===== src/rtl/inst_fetch_align.sv =====
// -----------------------------------------------------------------------------
// inst_fetch_align
// Instruction fetch sequencer and halfword realignment buffer for an RV32IC
// front end. Word-aligned reads are issued to instruction memory. The returned
// halfwords are queued and rebuilt into 16-bit (compressed) or 32-bit
// instructions, which may straddle word boundaries. Decode receives one aligned
// instruction per valid/ready handshake.
//
// Ports
//   clk, rst              clock, synchronous active-high reset
//   redirect_valid/_pc    flush the queue and restart fetch at redirect_pc
//   mem_req/_addr         word-aligned read request, held until mem_ack
//   mem_ack/_rdata        read completion and data (little-endian halfwords)
//   inst_valid/inst       aligned instruction; compressed is zero-extended
//   inst_pc/inst_is_c     PC of inst, 1 = 16-bit instruction
//   inst_ready            decode accepts inst this cycle
// -----------------------------------------------------------------------------
module inst_fetch_align #(
    parameter logic [31:0] RESET_PC = 32'h0000_0000
) (
    input  logic        clk,
    input  logic        rst,
    input  logic        redirect_valid,
    input  logic [31:0] redirect_pc,
    output logic        mem_req,
    output logic [31:0] mem_addr,
    input  logic        mem_ack,
    input  logic [31:0] mem_rdata,
    output logic        inst_valid,
    output logic [31:0] inst,
    output logic [31:0] inst_pc,
    output logic        inst_is_c,
    input  logic        inst_ready
);

    // Halfword queue, q[0] is the head (oldest halfword).
    logic [15:0] q     [4];
    logic [15:0] q_pop [4];
    logic [15:0] q_nxt [4];

    logic [2:0]  count;
    logic [2:0]  count_nxt;
    logic [2:0]  need;
    logic [2:0]  pop_n;
    logic [2:0]  base;
    logic [1:0]  slot_lo;
    logic [1:0]  slot_hi;
    logic [31:0] fetch_addr;
    logic [31:0] drop_addr;
    logic [31:0] head_pc;
    logic        drop;
    logic        first_odd;
    logic        head_is_c;
    logic        pop;
    logic        fill;
    logic        keep;

    // Decode-side view of the queue head.
    always_comb begin
        head_is_c  = (q[0][1:0] != 2'b11);
        need       = head_is_c ? 3'd1 : 3'd2;
        inst_valid = (count >= need) && !drop;
        if (!inst_valid)
            inst = 32'h0000_0000;
        else if (head_is_c)
            inst = {16'h0000, q[0]};
        else
            inst = {q[1], q[0]};
        inst_is_c  = inst_valid && head_is_c;
        inst_pc    = head_pc;
    end

    // Memory side. While a dropped response is pending, the request stays up
    // on the abandoned address so mem_addr never moves under an open request.
    // The queue cannot overflow: a fresh request needs count <= 2, and count
    // only grows through the fill that completes it.
    always_comb begin
        mem_req  = !rst && (drop || (count <= 3'd2));
        mem_addr = drop ? drop_addr : fetch_addr;
        fill     = mem_req && mem_ack;
        pop      = inst_valid && inst_ready;
        keep     = fill && !drop && !redirect_valid;
    end

    // Pop shifts the queue down, then the fill appends behind what is left.
    always_comb begin
        pop_n   = pop ? need : 3'd0;
        base    = count - pop_n;
        slot_lo = base[1:0];
        slot_hi = base[1:0] + 2'd1;
        case (pop_n)
            3'd1:    q_pop = '{q[1], q[2], q[3], q[3]};
            3'd2:    q_pop = '{q[2], q[3], q[2], q[3]};
            default: q_pop = q;
        endcase
        q_nxt     = q_pop;
        count_nxt = base;
        if (keep) begin
            if (first_odd) begin
                // Fetch began at the upper halfword of this word.
                q_nxt[slot_lo] = mem_rdata[31:16];
                count_nxt      = base + 3'd1;
            end else begin
                q_nxt[slot_lo] = mem_rdata[15:0];
                q_nxt[slot_hi] = mem_rdata[31:16];
                count_nxt      = base + 3'd2;
            end
        end
    end

    // Queue storage carries no reset; count qualifies every entry.
    always_ff @(posedge clk) begin
        q <= q_nxt;
    end

    always_ff @(posedge clk) begin
        if (rst) begin
            count      <= 3'd0;
            head_pc    <= RESET_PC & 32'hFFFF_FFFE;
            fetch_addr <= RESET_PC & 32'hFFFF_FFFC;
            drop_addr  <= RESET_PC & 32'hFFFF_FFFC;
            drop       <= 1'b0;
            first_odd  <= RESET_PC[1];
        end else if (redirect_valid) begin
            count      <= 3'd0;
            head_pc    <= redirect_pc & 32'hFFFF_FFFE;
            fetch_addr <= redirect_pc & 32'hFFFF_FFFC;
            first_odd  <= redirect_pc[1];
            // An open request that is not completing now must be drained
            // and its data thrown away; repeated redirects keep the old address.
            drop       <= mem_req && !mem_ack;
            drop_addr  <= mem_addr;
        end else begin
            count <= count_nxt;
            if (pop)
                head_pc <= head_pc + {28'd0, need, 1'b0};
            if (fill) begin
                if (drop) begin
                    drop <= 1'b0;
                end else begin
                    fetch_addr <= fetch_addr + 32'd4;
                    first_odd  <= 1'b0;
                end
            end
        end
    end

endmodule

===== config.mk =====
export PLATFORM = sky130hd
export DESIGN_NAME = inst_fetch_align
export DESIGN_NICKNAME = d
export VERILOG_FILES = /design/src/rtl/inst_fetch_align.sv
export SDC_FILE = /design/constraint.sdc
export NUM_CORES = 1
export LEC_CHECK = 0
export ABC_AREA = 1
export CORE_MARGIN = 4
export CORE_UTILIZATION = 55
export DETAILED_ROUTE_END_ITERATION = 7
export PLACE_DENSITY = 0.8
export SYNTH_ARGS = -nofsm -noshare
export SYNTH_HDL_FRONTEND = slang
export SYNTH_SLANG_ARGS = --single-unit

===== constraint.sdc =====
create_clock -name clk -period 5.7 [get_ports clk]
set_input_delay 1.71 -clock clk [delete_from_list [all_inputs] [get_ports clk]]
set_output_delay 1.71 -clock clk [all_outputs]
set_load 0.005 [all_outputs]

Word-level counts from Yosys, hierarchy flattened
Index checks and enable logic that the tools add are counted.
- register bits after elaboration: 165
- word-level logic and storage cells: 78
- bits of input ports: 69
- output and inout port bits: 99
- equality and inequality tests: 4
- mux-type cells: 27
- add/subtract/negate cells: 6
- bitwise gates (word level): 3
- reduce and logical (&&, ||, !) cells: 20
- magnitude comparators: 6
- operators with widths (operator ; number):
    2-to-1 mux 32 bit ; 8
    bitwise mux 64 bit ; 3
    2-to-1 mux 64 bit ; 2
    case mux 64 bit (2 select lines) ; 1
    demux 16 bit (select 2 bit) ; 2
    adder 32 x 3 -> 32 bit ; 1
    adder 32 x 3 -> 32 bit (second input constant) ; 1
    2-to-1 mux 16 bit ; 2
    logical AND 1 bit ; 10
    >= comparator 3 bit (second input constant) ; 2
    less-than comparator 3 x 1 -> 1 bit (second input constant) ; 2
    2-to-1 mux 3 bit ; 2
    NOT 2 -> 3 bit ; 2
    2-to-1 mux 1 bit ; 5
    logical NOT 1 bit ; 4
    2-to-1 mux 2 bit ; 2
    inequality test 2 bit (second input constant) ; 2
    AND reduction 2 bit ; 2
    nonzero test 2 bit ; 2
    adder 3 x 1 -> 3 bit (second input constant) ; 1
    adder 3 x 2 -> 3 bit (second input constant) ; 1
    >= comparator 3 x 2 -> 1 bit ; 1
    less-or-equal comparator 3 x 2 -> 1 bit (second input constant) ; 1
    subtractor 3 x 2 -> 3 bit ; 1
    other kinds (6) ; 6

Logic depth before layout (Yosys ltp)
- depth in word-level cells: 16
- gate-level depth with buffers: 24
- gate-level depth less buffers: 19

Least setup slack after synthesis
Ideal clock, no wire load.
- path type: input port to flip-flop
- from: input port inst_ready
- to: register q[0] (netlist bit) (enable)
- cell stages on the path: 7
- arrival: 4.137 ns
- required time: 5.286 ns
- library setup time: 0.414 ns
- setup slack: 1.149 ns
- path buffers: 2
- cells stage by stage: nand4_1 -> inv_2 -> buf_4 -> ha_1 -> fa_1 -> buf_4 -> a211oi_1
- longest elaborated chain between the ends: 12
- elaborated cells between the ends (all ways): 21
- those cells by class: 2 x add/sub; 4 x order compare; 10 x mux; 2 x bitwise; 3 x reduce/logical
- ends and longest elaborated chain (element ; RTL line ; source):
    start, declared ; 33 ; input logic inst_ready
    logical AND 1 bit (*) ; 81 ; pop = inst_valid && inst_ready;
    2-to-1 mux 2 bit (*) ; 87 ; pop_n = pop ? need : 3'd0;
    subtractor 3 x 2 -> 3 bit (*) ; 88 ; base = count - pop_n;
    adder 2 x 1 -> 2 bit / NOT 2 -> 3 bit (equally long branches) ; 90, 101, 104 ;
    NOT 2 -> 3 bit (not written as such), or another cell as far along ; 105 ; q_nxt[slot_hi] = mem_rdata[31:16];
    >= comparator 3 bit (not written as such), or another cell as far along ; 105 ;
    logical AND 1 bit (not written as such) / 2-to-1 mux 16 bit (equally long branches) ; 105, 101, 104 ;
    2-to-1 mux 16 bit (not written as such) / demux 16 bit (select 2 bit) (equally long branches) ; 105, 101, 104 ;
    demux 16 bit (select 2 bit) / bitwise mux 64 bit (equally long branches) ; 105, 104 ;
    bitwise mux 64 bit ; 105 ;
    2-to-1 mux 64 bit (*) ; 99 ; if (first_odd) begin
    2-to-1 mux 64 bit (*) ; 98 ; if (keep) begin
    end signal, assigned ; 113 ; q <= q_nxt;
    end, declared ; 37 ; logic [15:0] q [4];
Every way passes the cells marked *; elsewhere a longest branch is shown, timed or not.
A chain may end at the register's enable or synchronous reset.

==> metrics.yaml <==
run_status: "finished clean"
place_ws_ns: 0.215
dieHeight_um: 150
portBuffers: 165
nNetsFinal: 2011
slowest_stage: "fa_1"
slew_violations: 0
die_area_um2: 22600
finalNonFillerCells: 2212
ant_nets: 0
fin_crit_ns: 5.21
place_congestion: 0.959
vias: 12700
tritoncts: "built"
crit_path_frequent_cell: "inv_2"
ys_ff_latch: 162
num_rows: 51
clockRootBuffer: "clkbuf_16"
worstPathRequired_ns: 6.05
final_hold_viol_count: 0
yosys.cell_types.count: 46
path_clk_slew_ns: 0.07
hpwl_um: 24700
antenna_found_initial: 0
p_leak_uw: 0.00593
finalSetupTns_ns: 0
crit_arrival_ns: 5.56
ys_async_sr_fraction: 0
start_kind: "input pin"
worstPathMaxFanout: 21
slew_headroom: 0.0507
pin_count: 168
synth_nets: 1904
grt_pass1_vias: 12000
dr.first_iter.drc_count: 1096
cts_resized: 0
crit_path_max_incr_delay_ns: 0.72
area_growth_pct: 20.4
syn-cell-area_um2: 11100
hp-class: "register to register"
power_density_nw_per_um2: 416
routedWlPerCell_um: 16.6
tightestPinTransition_ns: 1.42
clock.fmax_mhz: 192
synth_warnings: 0
grt_usage: 0.324
synth-seq-area-share: 0.305
rsz0062_at_grt: "false"
start_util: 0.565
irDropWorstVdd_uv: 314
overflow: 0
syn_inst: 1827
cap_violations: 0
setup_viol: 0
grt_max_degree: 69
diodes: 0
worst_setup_path_end_kind: "register"
clock_skew_ns: 0.0122
synth-edff-count: 16
die_x_um: 150
holdBufCountCts: 0
core_area_um2: 19700
viasPerCell: 5.73
power_uw: 5580
routed_wl_um: 36800
insertion_delay_ns: 0.44
dp.cells: 2180
dr.pass1.iters: 6
cts_htree_levels: 4
synth-main-ff-cell: "dfxtp_1"
cts_setup_buffers: 0
avgSynthCellArea_um2: 6.10
drive_gt1_frac: 0.0611
drc_errors: 0
cts_made_buffers: 17
worstPathCellList: "clkdlybuf4s50_1 > nand4_1 > inv_2 > ha_1 > fa_1 > inv_2 > nor2_2 > inv_2 > o21ai_0 > o21ai_0 > o21ai_1"
path_class: "input pin to register"
clkSinkCount: 162
cts_buffer_depth: 2
fin_crit_sh: 0.914
setup_slack_ns: 0.490
grt_pass1_wl_um: 58900
[worst max-delay path: cells and delay by family]
family / cells / cell delay, ns
AOI/OAI and AO/OA: 3 / 0.70
adders and majority gates: 2 / 0.99
and+or+nand+nor: 2 / 0.85
buffers and inverters: 4 / 1.30
[per-stage QoR]
stage / util / cell area (µm²) / hold WS (ns)
3_5_place_dp: 0.651 / 12800 / 0.440
2_1_floorplan: - / 11100 / 0.425
3_3_place_gp: 0.651 / 12800 / 0.434
6_report: 0.680 / 13400 / 0.449
4_1_cts: 0.680 / 13400 / 0.452
5_1_grt: 0.680 / 13400 / 0.480
[worst paths after layout]
path                            slack, ns    startpoint           end  cells past startpoint
worst max-delay path                 0.49    inst_ready         q[32]                     11
worst min register to register       0.45  drop_addr[0]  drop_addr[0]                      2
worst max register to register       0.72         q[48]         q[32]                     17
worst min-delay path                 0.45  drop_addr[0]  drop_addr[0]                      2
[registers in the layout, indices dropped and copies added, names as in the netlist]
name / cells
drop_addr: 32
drop: 1
count: 3
fetch_addr: 30
first_odd: 1
inst_pc: 31
q: 64
[layer usage]
layer | global-route usage | wire [µm] | vias to the layer above
met1 | 0.398 | 14300 | 5693
met4 | 0.161 | 1630 | 0
li1 | - | - | 6134
met2 | 0.548 | 17200 | 711
met3 | 0.0530 | 3650 | 134
met5 | 0 | 0 | -
[kinds of logic after synthesis]
logic type | share of synthesized area
fa+ha+maj | 0.0103
flops | 0.305
simple gates | 0.340
compound gates | 0.192
xor+xnor | 0.0244
buf+inv | 0.128
other cells | 0.000337
[cells in the mapped netlist, types with 2 or more instances]
cell	number	area, µm²
a211oi_1	30	225
a21oi_1	60	300
a31oi_1	18	113
buf_1	8	30.0
buf_2	30	150
buf_4	11	82.6
buf_6	5	56.3
clkbuf_1	47	176
dfxtp_1	146	2920
edfxtp_1	16	480
fa_1	2	40.0
ha_1	6	75.1
inv_1	227	852
inv_2	21	78.8
nand2_1	498	1870
nand2_2	7	43.8
nand2_4	2	22.5
nand3_1	116	581
nand3_2	2	20.0
nand3b_1	4	30.0
nand4_1	10	62.6
nor2_1	190	713
nor2_2	6	37.5
nor2_4	5	56.3
nor3_1	39	195
nor3_2	7	70.1
o211ai_1	4	30.0
o21ai_0	148	741
o21ai_1	56	280
o21bai_1	2	15.0
o221ai_1	6	52.6
o22ai_1	53	332
or2_2	3	18.8
xnor2_1	2	17.5
xor2_1	29	254
[power by group]
group	leakage (µW)	internal [µW]	switching [µW]
clock	0.000292	624	559
combinational	0.00430	1020	1820
sequential	0.00134	1410	139
[cells in the final DEF, fill, tap and decap left out, types with 3 or more instances in the layout]
master	n
nor2_4	6
nand3b_1	4
nor3_2	7
ha_1	6
inv_2	21
nand4_1	10
o211ai_1	4
clkbuf_16	17
or2_2	3
nor2_2	6
o221ai_1	6
nor3_1	39
clkdlybuf4s50_1	164
inv_6	9
o22ai_1	53
a31oi_1	18
nand2_1	498
dfxtp_1	145
a211oi_1	29
inv_1	226
nor2_1	189
xor2_1	29
a21oi_1	60
buf_4	23
edfxtp_1	16
nand3_1	116
o21ai_1	56
o21ai_0	148
nand2_2	7
[cell type report]
type	instances	area [µm²]
multi-input cells	1315	6320
repair buffers	189	1840
clock inverters	15	159
clock buffers	17	425
flip-flops and latches	162	3400
inverters	249	935
well taps	265	332
fillers	1776	6300
(Power assumes the default switching activity.)
